**config.mk**
```make
export PLATFORM = sky130hd
export DESIGN_NAME = keypad_scanner
export DESIGN_NICKNAME = d
export VERILOG_FILES = /design/src/rtl/keypad_scanner.sv
export SDC_FILE = /design/constraint.sdc
export NUM_CORES = 1
export LEC_CHECK = 0
export CORE_ASPECT_RATIO = 1.75
export CORE_MARGIN = 1
export CORE_UTILIZATION = 50
export CTS_BUF_LIST = sky130_fd_sc_hd__clkbuf_8
export DETAILED_ROUTE_END_ITERATION = 8
export MAX_ROUTING_LAYER = met4
export PLACE_DENSITY = 0.72
export SLEW_MARGIN = 30
export SYNTH_ARGS = -nofsm -noshare
export SYNTH_HDL_FRONTEND = slang
export SYNTH_SLANG_ARGS = --single-unit
```
**constraint.sdc**
```tcl
create_clock -name clk -period 2.8 [get_ports clk]
set_clock_uncertainty 0.1 [all_clocks]
set_input_delay 0.56 -clock clk [delete_from_list [all_inputs] [get_ports clk]]
set_output_delay 0.56 -clock clk [all_outputs]
set_load 0.01 [all_outputs]
```
**src/rtl/keypad_scanner.sv**
```systemverilog
// rtl/keypad_scanner.sv - 4x4 matrix keypad scanner with frame-based debounce
//
// Ports:
//   clk      : system clock, all state changes on its rising edge
//   rst      : asynchronous active-low reset
//   row      : keypad row lines, active-low, asynchronous to clk
//   col      : column drive, exactly one bit low at a time
//   code     : accepted key code, 4*row_index + col_index, held after release
//   keydown  : high while a debounced key is held (registered)
//   scan_clk : divider MSB, period 2^DIV_W clk cycles
module keypad_scanner #(
    parameter int DIV_W      = 16,
    parameter int DEB_FRAMES = 4
) (
    input  logic       clk,
    input  logic       rst,
    input  logic [3:0] row,
    output logic [3:0] col,
    output logic [3:0] code,
    output logic       keydown,
    output logic       scan_clk
);

    typedef enum logic [1:0] {
        IDLE,
        PRESS_CHK,
        DOWN,
        REL_CHK
    } state_t;

    localparam logic [3:0]       DEB     = 4'(DEB_FRAMES);
    localparam logic [DIV_W-1:0] DIV_ONE = DIV_W'(1);

    logic [3:0]       row_meta;
    logic [3:0]       row_sync;
    logic [DIV_W-1:0] div;
    logic [1:0]       c;
    logic             tick;
    logic             frame_end;

    // Running minimum over the samples already taken in the current frame.
    logic             best_vld;
    logic [3:0]       best;

    logic             samp_vld;
    logic [3:0]       samp_code;
    logic             acc_vld;
    logic             res_vld;
    logic [3:0]       res_code;

    state_t           state;
    logic [3:0]       n;
    logic [3:0]       k;

    assign tick      = &div;
    assign frame_end = tick && (c == 2'd3);
    assign scan_clk  = div[DIV_W-1];
    assign col       = ~(4'b0001 << c);

    // Lowest pressed row in the column currently driven; scanning from the
    // top row down leaves the lowest index as the final assignment.
    always_comb begin
        samp_vld  = 1'b0;
        samp_code = 4'd0;
        for (int r = 3; r >= 0; r--) begin
            if (!row_sync[r]) begin
                samp_vld  = 1'b1;
                samp_code = {r[1:0], c};
            end
        end
    end

    // Column 0 opens a new frame, so the accumulator is ignored there.
    always_comb begin
        acc_vld  = best_vld && (c != 2'd0);
        res_vld  = acc_vld;
        res_code = best;
        if (samp_vld && (!acc_vld || samp_code < best)) begin
            res_vld  = 1'b1;
            res_code = samp_code;
        end
    end

    always_ff @(posedge clk or negedge rst) begin
        if (!rst) begin
            row_meta <= 4'b1111;
            row_sync <= 4'b1111;
            div      <= '0;
            c        <= 2'd0;
            best_vld <= 1'b0;
            best     <= 4'd0;
        end else begin
            row_meta <= row;
            row_sync <= row_meta;
            div      <= div + DIV_ONE;
            if (tick) begin
                c        <= c + 2'd1;
                best_vld <= res_vld;
                best     <= res_code;
            end
        end
    end

    always_ff @(posedge clk or negedge rst) begin
        if (!rst) begin
            state   <= IDLE;
            n       <= 4'd0;
            k       <= 4'd0;
            code    <= 4'd0;
            keydown <= 1'b0;
        end else if (frame_end) begin
            case (state)
                IDLE: begin
                    if (res_vld) begin
                        k <= res_code;
                        n <= 4'd1;
                        if (DEB == 4'd1) begin
                            state   <= DOWN;
                            code    <= res_code;
                            keydown <= 1'b1;
                        end else begin
                            state <= PRESS_CHK;
                        end
                    end
                end
                PRESS_CHK: begin
                    if (!res_vld) begin
                        state <= IDLE;
                    end else if (res_code == k) begin
                        n <= n + 4'd1;
                        if (n + 4'd1 == DEB) begin
                            state   <= DOWN;
                            code    <= k;
                            keydown <= 1'b1;
                        end
                    end else begin
                        k <= res_code;
                        n <= 4'd1;
                    end
                end
                DOWN: begin
                    // Other keys are ignored until a debounced release.
                    if (!res_vld) begin
                        n <= 4'd1;
                        if (DEB == 4'd1) begin
                            state   <= IDLE;
                            keydown <= 1'b0;
                        end else begin
                            state <= REL_CHK;
                        end
                    end
                end
                REL_CHK: begin
                    if (!res_vld) begin
                        n <= n + 4'd1;
                        if (n + 4'd1 == DEB) begin
                            state   <= IDLE;
                            keydown <= 1'b0;
                        end
                    end else begin
                        state <= DOWN;
                    end
                end
                default: state <= IDLE;
            endcase
        end
    end

endmodule

```
=== Yosys cells after proc, flatten, opt, wreduce, memory -nomap -nowiden ===
Cells that the tools add are included.

* Add/sub/neg operators: 3
* Order comparisons: 1
* Eq/ne operators: 17
* Shifts and indexed selects: 1
* Mux-type cells: 34
* Bitwise gates (word level): 1
* Reductions and logical operators: 15

{| class="wikitable"
|+ Operators by type and width
! cell !! count
|-
| $mux 4 || 13
|-
| $add 16x1->16 const B || 1
|-
| $ne 2x2->1 const B || 8
|-
| $pmux 4 s4 || 1
|-
| $reduce_and 16->1 || 1
|-
| $reduce_and 5->1 || 3
|-
| $mux 2 || 7
|-
| $mux 1 || 10
|-
| $ne 3x3->1 const B || 3
|-
| $pmux 2 s4 || 1
|-
| $pmux 4 s2 || 1
|-
| $reduce_and 7->1 || 1
|-
| $eq 2x2->1 const B || 3
|-
| $reduce_and 6->1 || 1
|-
| $reduce_bool 2->1 || 3
|-
| $add 4x1->4 const B || 1
|-
| $eq 4x3->1 const B || 1
|-
| $eq 4x4->1 || 1
|-
| $lt 4x4->1 || 1
|-
| $not 4->4 || 1
|-
| $shl 1x2->4 const A || 1
|-
| $logic_and 1x1->1 || 3
|-
| $add 2x1->2 const B || 1
|-
| $eq 2x1->1 const B || 1
|-
| 4 further kinds || 4
|}

* Register bits: 46
* Input bits: 6
* Output and inout bits: 10

=== Logic depth before layout (Yosys ltp) ===
Gate-level depths: netlist (run 1).

* Word-level depth: 12
* Mapped depth: 11
* Mapped depth without buffers: 10

=== Worst setup path before layout (run 1) ===
OpenSTA, ideal clock, no wires.

* Path kind: reg-to-reg
* Start: register row_sync[2]
* End: register code[0]
* Library setup time: 0.125 ns
* Arrival time: 2.737 ns
* Data required time: 2.575 ns
* Setup slack: -0.161 ns
* Cell stages (with the launch flop): 11
* Path buffers: 0
* Period minus slack after synthesis: 2.961 ns
* Cell sequence: dfstp_2 nand2b_1 a21boi_0 ha_1 a21o_1 a31oi_1 o211ai_1 a21boi_0 o22ai_2 nor4_4 mux2_2

* Longest elaborated chain between the ends: 9

{| class="wikitable"
|+ RTL lines
! element !! RTL line !! source
|-
| start: declaration || 35 || <nowiki>logic [3:0] row_sync;</nowiki>
|-
| start signal: assignment || 94 || <nowiki>row_sync <= row_meta;</nowiki>
|-
| $mux 4 (3 in a row) || 66 || <nowiki>if (!row_sync[r]) begin</nowiki>
|-
| $lt 4x4->1 || 78 || <nowiki>if (samp_vld && (!acc_vld || samp_code < best)) begin</nowiki>
|-
| $logic_or 1x1->1 || 78 ||
|-
| $logic_and 1x1->1 || 78 ||
|-
| $mux 4 || 78 ||
|-
| $eq 4x4->1 || 129 || <nowiki>end else if (res_code == k) begin</nowiki>
|-
| $reduce_and 5->1 (no source line) * || - ||
|-
| end signal: assignment || 119 || <nowiki>code <= res_code;</nowiki>
|-
| end signal: assignment || 133 || <nowiki>code <= k;</nowiki>
|-
| end: declaration || 19 || <nowiki>output logic [3:0] code,</nowiki>
|}

Every way passes the cells marked *; elsewhere a longest branch is shown, timed or not.
A chain may end at the register's enable or synchronous reset.

=== Final worst setup path (run 1) ===
* Start: register row_sync[1]
* End: register code[1]

* Longest elaborated chain between the ends: 8

{| class="wikitable"
|+ RTL lines
! element !! RTL line
|-
| $mux 4 (2 in a row) || 66
|-
| $lt 4x4->1 || 78
|-
| $logic_or 1x1->1 || 78
|-
| $logic_and 1x1->1 || 78
|-
| $mux 4 || 78
|-
| $eq 4x4->1 || 129
|-
| $reduce_and 5->1 (no source line) * || -
|}

Marks and branches as above.

==> implementation parameters, run 1 <==
Parameter                              Value

STA
  Worst slew margin    66.0%
  Number of hold violations in the final report    0
  PnR worst setup slack    -127 ps
  Unrepaired setup endpoints after global routing    true
  Final setup fails    8
  Share of the cycle needed by the critical path after routing    105%
  Slew Viols, Final    0
  Slew @ Worst Pin    510 ps
  Maximum clock frequency    342 MHz
  Worst hold margin    116 ps
  Minimum period implied by the final worst setup slack    2930 ps

Route
  Number of nets still failing antenna checks after routing    0
  Total DRC errors in the routed layout    0
  Iteration-0 DRC count of the detailed router    16
  Routed wirelength normalized by instance count    14.8 um
  Total vias in the final route    1,674
  Final routed wirelength across all metal layers    4610 um
  Vias/cell    5.38
  TritonRoute pass-1 iters    4

Logic synthesis
  Area contributors post-synth    dfrtp_1 41%, dfstp_2 9.0%, xnor2_1 6.4%
  Post-synthesis async set-or-reset flop share    100%
  Top cell type by total area after synthesis    dfrtp_1
  Fraction of post-synthesis cell area in the top cell type by area    40.8%
  Flops & latches, synth    46
  Mean instance size in the synthesized netlist    10.7 um^2
  Syn Nets    234
  Sequential area share after synthesis    49.9%
  Predominant post-synthesis flop cell    dfrtp_1
  Post-synth design cell area    2330 um^2
  Distinct cell type count after synthesis    47
  Cell count after synthesis    218
  Yosys warning count    0
  Number of synthesized flops with an enable pin    0

GRT
  Global routing usage summed across all routing layers    23.0%
  Vias in the first global route    1,791
  Maximum number of pins on one net before global-route repair    41
  Total gr overflow    0
  Global-route wire length before repair    7840 um
  Number of antenna violations at the first check in global routing    0

Finish
  Layout overhead on the synthesized area    25.6%
  Non-Filler Cell Area, Final    2930 um^2
  Diodes inserted    0
  Fraction of final layout cells sized beyond drive strength 1    25.8%
  Count of nets after finishing    275

Placement
  Setup Slack @ Placement    -169 ps
  Number of buffer cells added on primary ports    15
  Placer's final routability congestion estimate    0.832
  Detailed placer's ending HPWL    3240 um
  Placed Instance Area    2640 um^2

Pwr
  Leakage    1.30 nW
  Final Total Pwr    1.34 mW
  Portion of total power attributed to sequential cells    50.5%
  Net switching share of the total power    20.4%
  Clock group share of total power    44.0%
  Logic pwr share    5.5%
  Peak supply drop    0.000554 V
  Int Power    1.07 mW
  Power Density    459 nW/um^2
  Net load switching power    0.273 mW

Die
  Placement row count    32
  Initial cell density of the core    52.4%
  Die footprint    4940 um^2
  Y dimension of the die    92.3 um
  CORE AREA    4440 um^2
  Die X    53.6 um
  Top-level I/O count    16

Clocking
  Cell at the root of the clock tree    clkbuf_8
  H-tree Lvls    2
  Number of clock sinks    46
  CTS tree    done
  Clock-pin transition on the worst setup and hold timing paths    90 ps
  Inserted Clock Buffers    5
  Insertion delay of the later-clocked pin in the worst-skew pair    310 ps
  Clk buf depth    2

Critical path
  Crit path required time    2900 ps
  Peak fanout along the critical path    5
  Data arrival time of the critical path    3030 ps
  CP cell instances    and4_4, nor2_1, ha_1, a31oi_4, o21a_4, nand3b_1, a31o_4, nor4_4, buf_4, mux2_4
  Slowest Stage Delay on Critical Path    570 ps
  Startpoint type of the worst setup path    flop
  Worst Setup End Kind    flop
  CP Class    flop to flop
  Cell with the biggest individual delay on the critical path    dfstp_2

Hold path
  Worst Hold Class    input port to async pin

Run status
  Violations in the final reports    setup timing
  Result of the run    finished with violations

Run
  Total of max-cap violations    0
[worst max-delay path, delay by kind of cell (launching register included)]
kind,cells,cell delay (ps)
flip-flops,1,570
buffers and inverters,1,190
AO/OA/AOI/OAI,3,650
adder cells (fa/ha/maj),1,320
AND/OR/NAND/NOR,4,710
multiplexers,1,300
[final timing paths]
kind | slack (ps) | cells after the start | endpoint | start
worst max-delay path | -130 | 10 | code[1] | row_sync[1]
worst min-delay path | 120 | 1 | best_vld | rst
worst max register to register | -130 | 10 | code[1] | row_sync[1]
worst min register to register | 260 | 0 | row_sync[1] | row_meta[1]
max in group asynchronous | 1910 | 2 | row_meta[0] | rst
min in group clk | 260 | 0 | row_sync[1] | row_meta[1]
[sequential cells by signal (all words and copies together), names as in the netlist, 2 cells and up, named ones only]
name,flops
c,2
n,4
div,16
row_sync,4
k,4
code,4
best,4
row_meta,4
[layout make-up]
cell class | instances | area (um^2)
Fill cell | 361 | 1520
Sequential cell | 46 | 1160
Timing Repair Buffer | 40 | 339
Tap cell | 51 | 63.8
Clock buffer | 5 | 68.8
Clock inverter | 3 | 68.8
Inverter | 16 | 60.1
Multi-Input combinational cell | 150 | 1160
[power by group through the flow]
stage | clock network [mW] | registers (mW) | logic [mW]
detailed placement | 0 | 0.690 | 0.0583
floorplan | 0 | 0.690 | 0.0206
global route | 0.630 | 0.679 | 0.0817
finish | 0.590 | 0.678 | 0.0740
CTS | 0.606 | 0.677 | 0.0676
global placement | 0 | 0.690 | 0.0574
[per-stage QoR]
stage	utilization (%)	cells	setup TNS (ps)
after global routing	65.8	311	-1550
after detailed placement	59.3	294	-906
after CTS	65.0	310	-398
after floorplan	-	218	-33.7
final	65.8	311	-617
after global placement	59.3	294	-369
[cells in the final DEF, fill, tap and decap left out, drive strengths merged, types with 3 or more instances in the layout]
| cell | count |
|---|---|
| nand2 | 17 |
| clkdlybuf4s50 | 14 |
| nand2b | 4 |
| buf | 26 |
| nand4 | 7 |
| nor2 | 16 |
| inv | 16 |
| dfrtp | 38 |
| ha | 10 |
| xnor2 | 17 |
| a21oi | 9 |
| and2 | 3 |
| mux2 | 6 |
| nand3 | 10 |
| nor4 | 4 |
| dfstp | 8 |
| mux2i | 3 |
| and3 | 4 |
| clkbuf | 5 |
| o21ai | 8 |
[metal layers]
| layer | wire length, um | GRT usage, % | vias to the layer above |
|---|---|---|---|
| li1 | - | - | 841 |
| met1 | 1790 | 23.0 | 814 |
| met2 | 2660 | 41.6 | 12 |
| met3 | 68 | 3.98 | 7 |
| met4 | 90 | 9.21 | 0 |
| met5 | 0 | - | - |
[synthesized netlist by cell type (2+ instances only)]
| cell | instances |
|---|---|
| nand2b_1 | 4 |
| mux2i_1 | 3 |
| dfstp_2 | 8 |
| nor3_1 | 2 |
| and2_1 | 3 |
| inv_1 | 16 |
| a21boi_0 | 2 |
| nor2_1 | 16 |
| nor4_1 | 2 |
| a32o_1 | 2 |
| nor2b_1 | 2 |
| o21a_1 | 2 |
| clkbuf_1 | 3 |
| a21oi_1 | 9 |
| o21ai_0 | 8 |
| nand2_1 | 17 |
| ha_1 | 10 |
| xnor2_1 | 17 |
| a22oi_1 | 2 |
| xor2_1 | 2 |
| dfrtp_1 | 38 |
| mux2_2 | 6 |
| o31a_1 | 2 |
| nand3_1 | 10 |
| nor4_4 | 2 |
| a21o_1 | 2 |
| nand4_1 | 5 |
| and3_1 | 3 |
| o211ai_1 | 2 |
[cells by family after synthesis]
group	count (synthesis)	synth area share (%)
flip-flops	46	49.9
AO/OA/AOI/OAI	37	10.7
adder cells (fa/ha/maj)	10	5.37
XOR/XNOR	19	7.15
multiplexers	9	4.19
AND/OR/NAND/NOR	75	18.6
buffers and inverters	22	4.08
[timing repair]
action,4_1_cts,5_1_grt
setup buffers,9,1
endpoints found under the setup margin,9,11
pin swaps,11,7
resized for setup,13,7
hold buffers,0,0
(Power assumes the default switching activity.)
==> run 2, diff against run 1 <==
CORE_MARGIN = unset   (was 1)
==> results of run 2 <==
The final DEF is identical to that of run 1; final timing and power are the same.
==> run 3, diff against run 2 <==
CORE_UTILIZATION = 55   (was 50)
PLACE_DENSITY = 0.78   (was 0.72)
==> run 3 against run 2 <==
  * The run still ends with setup timing left
  * First-iteration DRC count up 130%
  * Count of clock-buffer cells in the layout stayed put
  * Die area is 8.8% lower
  * Final cell count decreased by 1.6%
  * Design area decreased by 1.4%
  * Largest power group unchanged
  * Highest routed layer unchanged
==> implementation parameters, run 3 (synthesis gave the netlist of run 1 again) <==
Parameter                              Value

Pwr
  Int Power    0.971 mW (was 1.07 mW)
  Power Density    424 nW/um^2 (was 459 nW/um^2)
  Clock group share of total power    38.9% (was 44.0%)
  Net switching share of the total power    20.6% (was 20.4%)
  Net load switching power    0.252 mW (was 0.273 mW)
  Leakage    1.28 nW (was 1.30 nW)
  Portion of total power attributed to sequential cells    55.4% (was 50.5%)
  Logic pwr share    5.7% (was 5.5%)
  Peak supply drop    0.000522 V (was 0.000554 V)
  Final Total Pwr    1.22 mW (was 1.34 mW)

Route
  Final routed wirelength across all metal layers    4550 um (was 4610 um)
  Wire length on met1    1680 um (was 1790 um)
  Vias/cell    5.55 (was 5.38)
  Routed wirelength normalized by instance count    14.9 um (was 14.8 um)
  Number of nets still failing antenna checks after routing    0 (unchanged)
  Iteration-0 DRC count of the detailed router    36 (was 16)
  Total vias in the final route    1,699 (was 1,674)
  Total met2 wirelength after detailed routing    2660 um (about the same)
  Uppermost signal routing layer after detailed routing    met4 (unchanged)
  Total DRC errors in the routed layout    0 (unchanged)
  DR WL met3    91 um (was 68 um)
  TritonRoute pass-1 iters    4 (unchanged)

STA
  Slew @ Worst Pin    567 ps (was 510 ps)
  PnR worst setup slack    -103 ps (was -127 ps)
  Unrepaired setup endpoints after global routing    true (unchanged)
  Number of hold violations in the final report    0 (unchanged)
  Share of the cycle needed by the critical path after routing    104% (was 105%)
  Worst hold margin    153 ps (was 116 ps)
  Minimum period implied by the final worst setup slack    2900 ps (was 2930 ps)
  Setup tns final    -573 ps (was -617 ps)
  Worst slew margin    62.2% (was 66.0%)
  Slew Viols, Final    0 (unchanged)
  Maximum clock frequency    344 MHz (was 342 MHz)
  Final setup fails    8 (unchanged)

GRT
  Global routing usage summed across all routing layers    23.8% (was 23.0%)
  Global-route wire length before repair    7580 um (was 7840 um)
  Maximum number of pins on one net before global-route repair    47 (was 41)
  Vias in the first global route    1,759 (was 1,791)
  Number of antenna violations at the first check in global routing    0 (unchanged)
  Total gr overflow    0 (unchanged)

Finish
  Flip-flop count of the largest register after layout    16 (unchanged)
  Count of nets after finishing    272 (was 275)
  Final cell count without fillers    306 (was 311)
  Fraction of final layout cells sized beyond drive strength 1    24.5% (was 25.8%)
  Flip-flop and latch area    1160 um^2 (unchanged)
  Multi-input logic area    1180 um^2 (was 1160 um^2)
  Filler Cells Inserted    330 (was 361)
  Share of the core filled with cells    70.1% (was 65.8%)
  Register with the highest flop count    div (unchanged)
  Non-Filler Cell Area, Final    2880 um^2 (was 2930 um^2)
  Diodes inserted    0 (unchanged)
  Layout overhead on the synthesized area    23.9% (was 25.6%)
  Commonest non-fill, non-tap cells in the layout    38 x dfrtp_1, 23 x buf_4, 17 x xnor2_1, 17 x nand2_1, 16 x inv_1 (was 38 x dfrtp_1, 25 x buf_4, 17 x xnor2_1, 17 x nand2_1)
  Most common cell after layout, fill and taps aside    dfrtp_1 (unchanged)

Critical path
  Buffers & Inverters on Critical Path    2 (was 1)
  Crit path max-delay family    compound AO/OA/AOI/OAI gates (was simple AND/OR/NAND/NOR gates)
  Startpoint type of the worst setup path    flop (unchanged)
  Slowest Stage Delay on Critical Path    570 ps (about the same)
  Worst Setup End Kind    flop (unchanged)
  Register-to-Register Setup Slack    -100 ps (was -130 ps)
  Most frequent cell on the critical path    buf_4
  Startpoint of the most critical register-to-register path    row_sync[2] (was row_sync[1])
  Crit path required time    2890 ps (was 2900 ps)
  Data arrival time of the critical path    2990 ps (was 3030 ps)
  Depth of the worst register-to-register path    12 (was 10)
  Cell with the biggest individual delay on the critical path    dfstp_2 (unchanged)
  Peak fanout along the critical path    4 (was 5)
  CP Class    flop to flop (unchanged)
  CP cell instances    nand2b_4, a21boi_2, ha_1, a21o_1, a31oi_4, buf_4, o211ai_1, a21oi_2, o22ai_4, nor4_4, buf_4, mux2_4 (was and4_4, nor2_1, ha_1, a31oi_4, o21a_4, nand3b_1, a31o_4, nor4_4, buf_4, mux2_4)
  FF-to-FF End    code[0] (was code[1])

Die
  Die X    51.2 um (was 53.6 um)
  CORE AREA    4110 um^2 (was 4440 um^2)
  Initial cell density of the core    56.6% (was 52.4%)
  Placement row count    31 (was 32)
  Y dimension of the die    88.1 um (was 92.3 um)
  Top-level I/O count    16 (unchanged)
  Die footprint    4510 um^2 (was 4940 um^2)

Clocking
  CTS tree    done (unchanged)
  Clock-pin transition on the worst setup and hold timing paths    90 ps (about the same)
  H-tree Lvls    2 (unchanged)
  Inserted Clock Buffers    5 (unchanged)
  Clk buf depth    2 (unchanged)
  Insertion delay of the later-clocked pin in the worst-skew pair    300 ps (was 310 ps)
  Cell at the root of the clock tree    clkbuf_8 (unchanged)
  Number of clock sinks    46 (unchanged)

Placement
  Placed Instance Area    2630 um^2 (was 2640 um^2)
  Number of buffer cells added on primary ports    15 (unchanged)
  Placed cells    291 (was 294)
  Setup Slack @ Placement    -147 ps (was -169 ps)
  Placer's final routability congestion estimate    0.802 (was 0.832)
  Detailed placer's ending HPWL    3190 um (was 3240 um)

Run status
  Result of the run    finished with violations (unchanged)
  Violations in the final reports    setup timing (unchanged)

Run
  Total of max-cap violations    0 (unchanged)

Hold path
  Worst Hold Class    input port to async pin (unchanged)
-- run 3: worst max path at each step --
stage                 from      end  slack, ps  cells after the start
2_1_floorplan  row_sync[3]  code[0]         -8                     11
3_3_place_gp   row_sync[2]  code[1]        -80                     10
3_5_place_dp   row_sync[2]  code[3]       -150                     10
4_1_cts        row_sync[2]  code[2]        -90                     11
5_1_grt        row_sync[2]     flop       -230                     11
6_report       row_sync[2]  code[0]       -100                     12
-- run 3: repair_timing --
action                                  in CTS  in global routing
endpoints found under the hold margin        0                  0
endpoints found under the setup margin       8                 11
resized for setup                           11                  9
hold buffers                                 0                  0
buffers inserted                             5                  2
pin swaps                                    8                  7
-- run 3: cell type report --
cell class                 count  share of cell area (%)
clock buffer                   5                    2.39
clock inverter                 3                    1.39
inverter                      16                    2.08
multi-input combinational    150                    40.9
sequential                    46                    40.3
tap                           49                    2.13
timing repair buffer          37                    10.8
-- run 3: worst reg2reg max path: stages (launching register included) --
cell and delay (ps):
dfstp_2 570, nand2b_4 60, a21boi_2 150, ha_1 260, a21o_1 180, a31oi_4 200, buf_4 160, o211ai_1 170
a21oi_2 230, o22ai_4 120, nor4_4 130, buf_4 190, mux2_4 300
-- run 3: power groups by stage --
| stage | logic [mW] | registers (mW) | clock network [mW] |
|---|---|---|---|
| floorplan | 0.0206 | 0.690 | 0 |
| detailed placement | 0.0566 | 0.690 | 0 |
| finish | 0.0701 | 0.678 | 0.476 |
| global placement | 0.0557 | 0.689 | 0 |
| global route | 0.0773 | 0.679 | 0.507 |
| CTS | 0.0642 | 0.678 | 0.488 |
-- run 3: routing by layer --
layer | global-route usage [%] | up-vias
li1 | - | 827
met1 | 23.2 | 842
met2 | 45.1 | 22
met3 | 3.82 | 8
met4 | 9.60 | 0
met5 | - | -
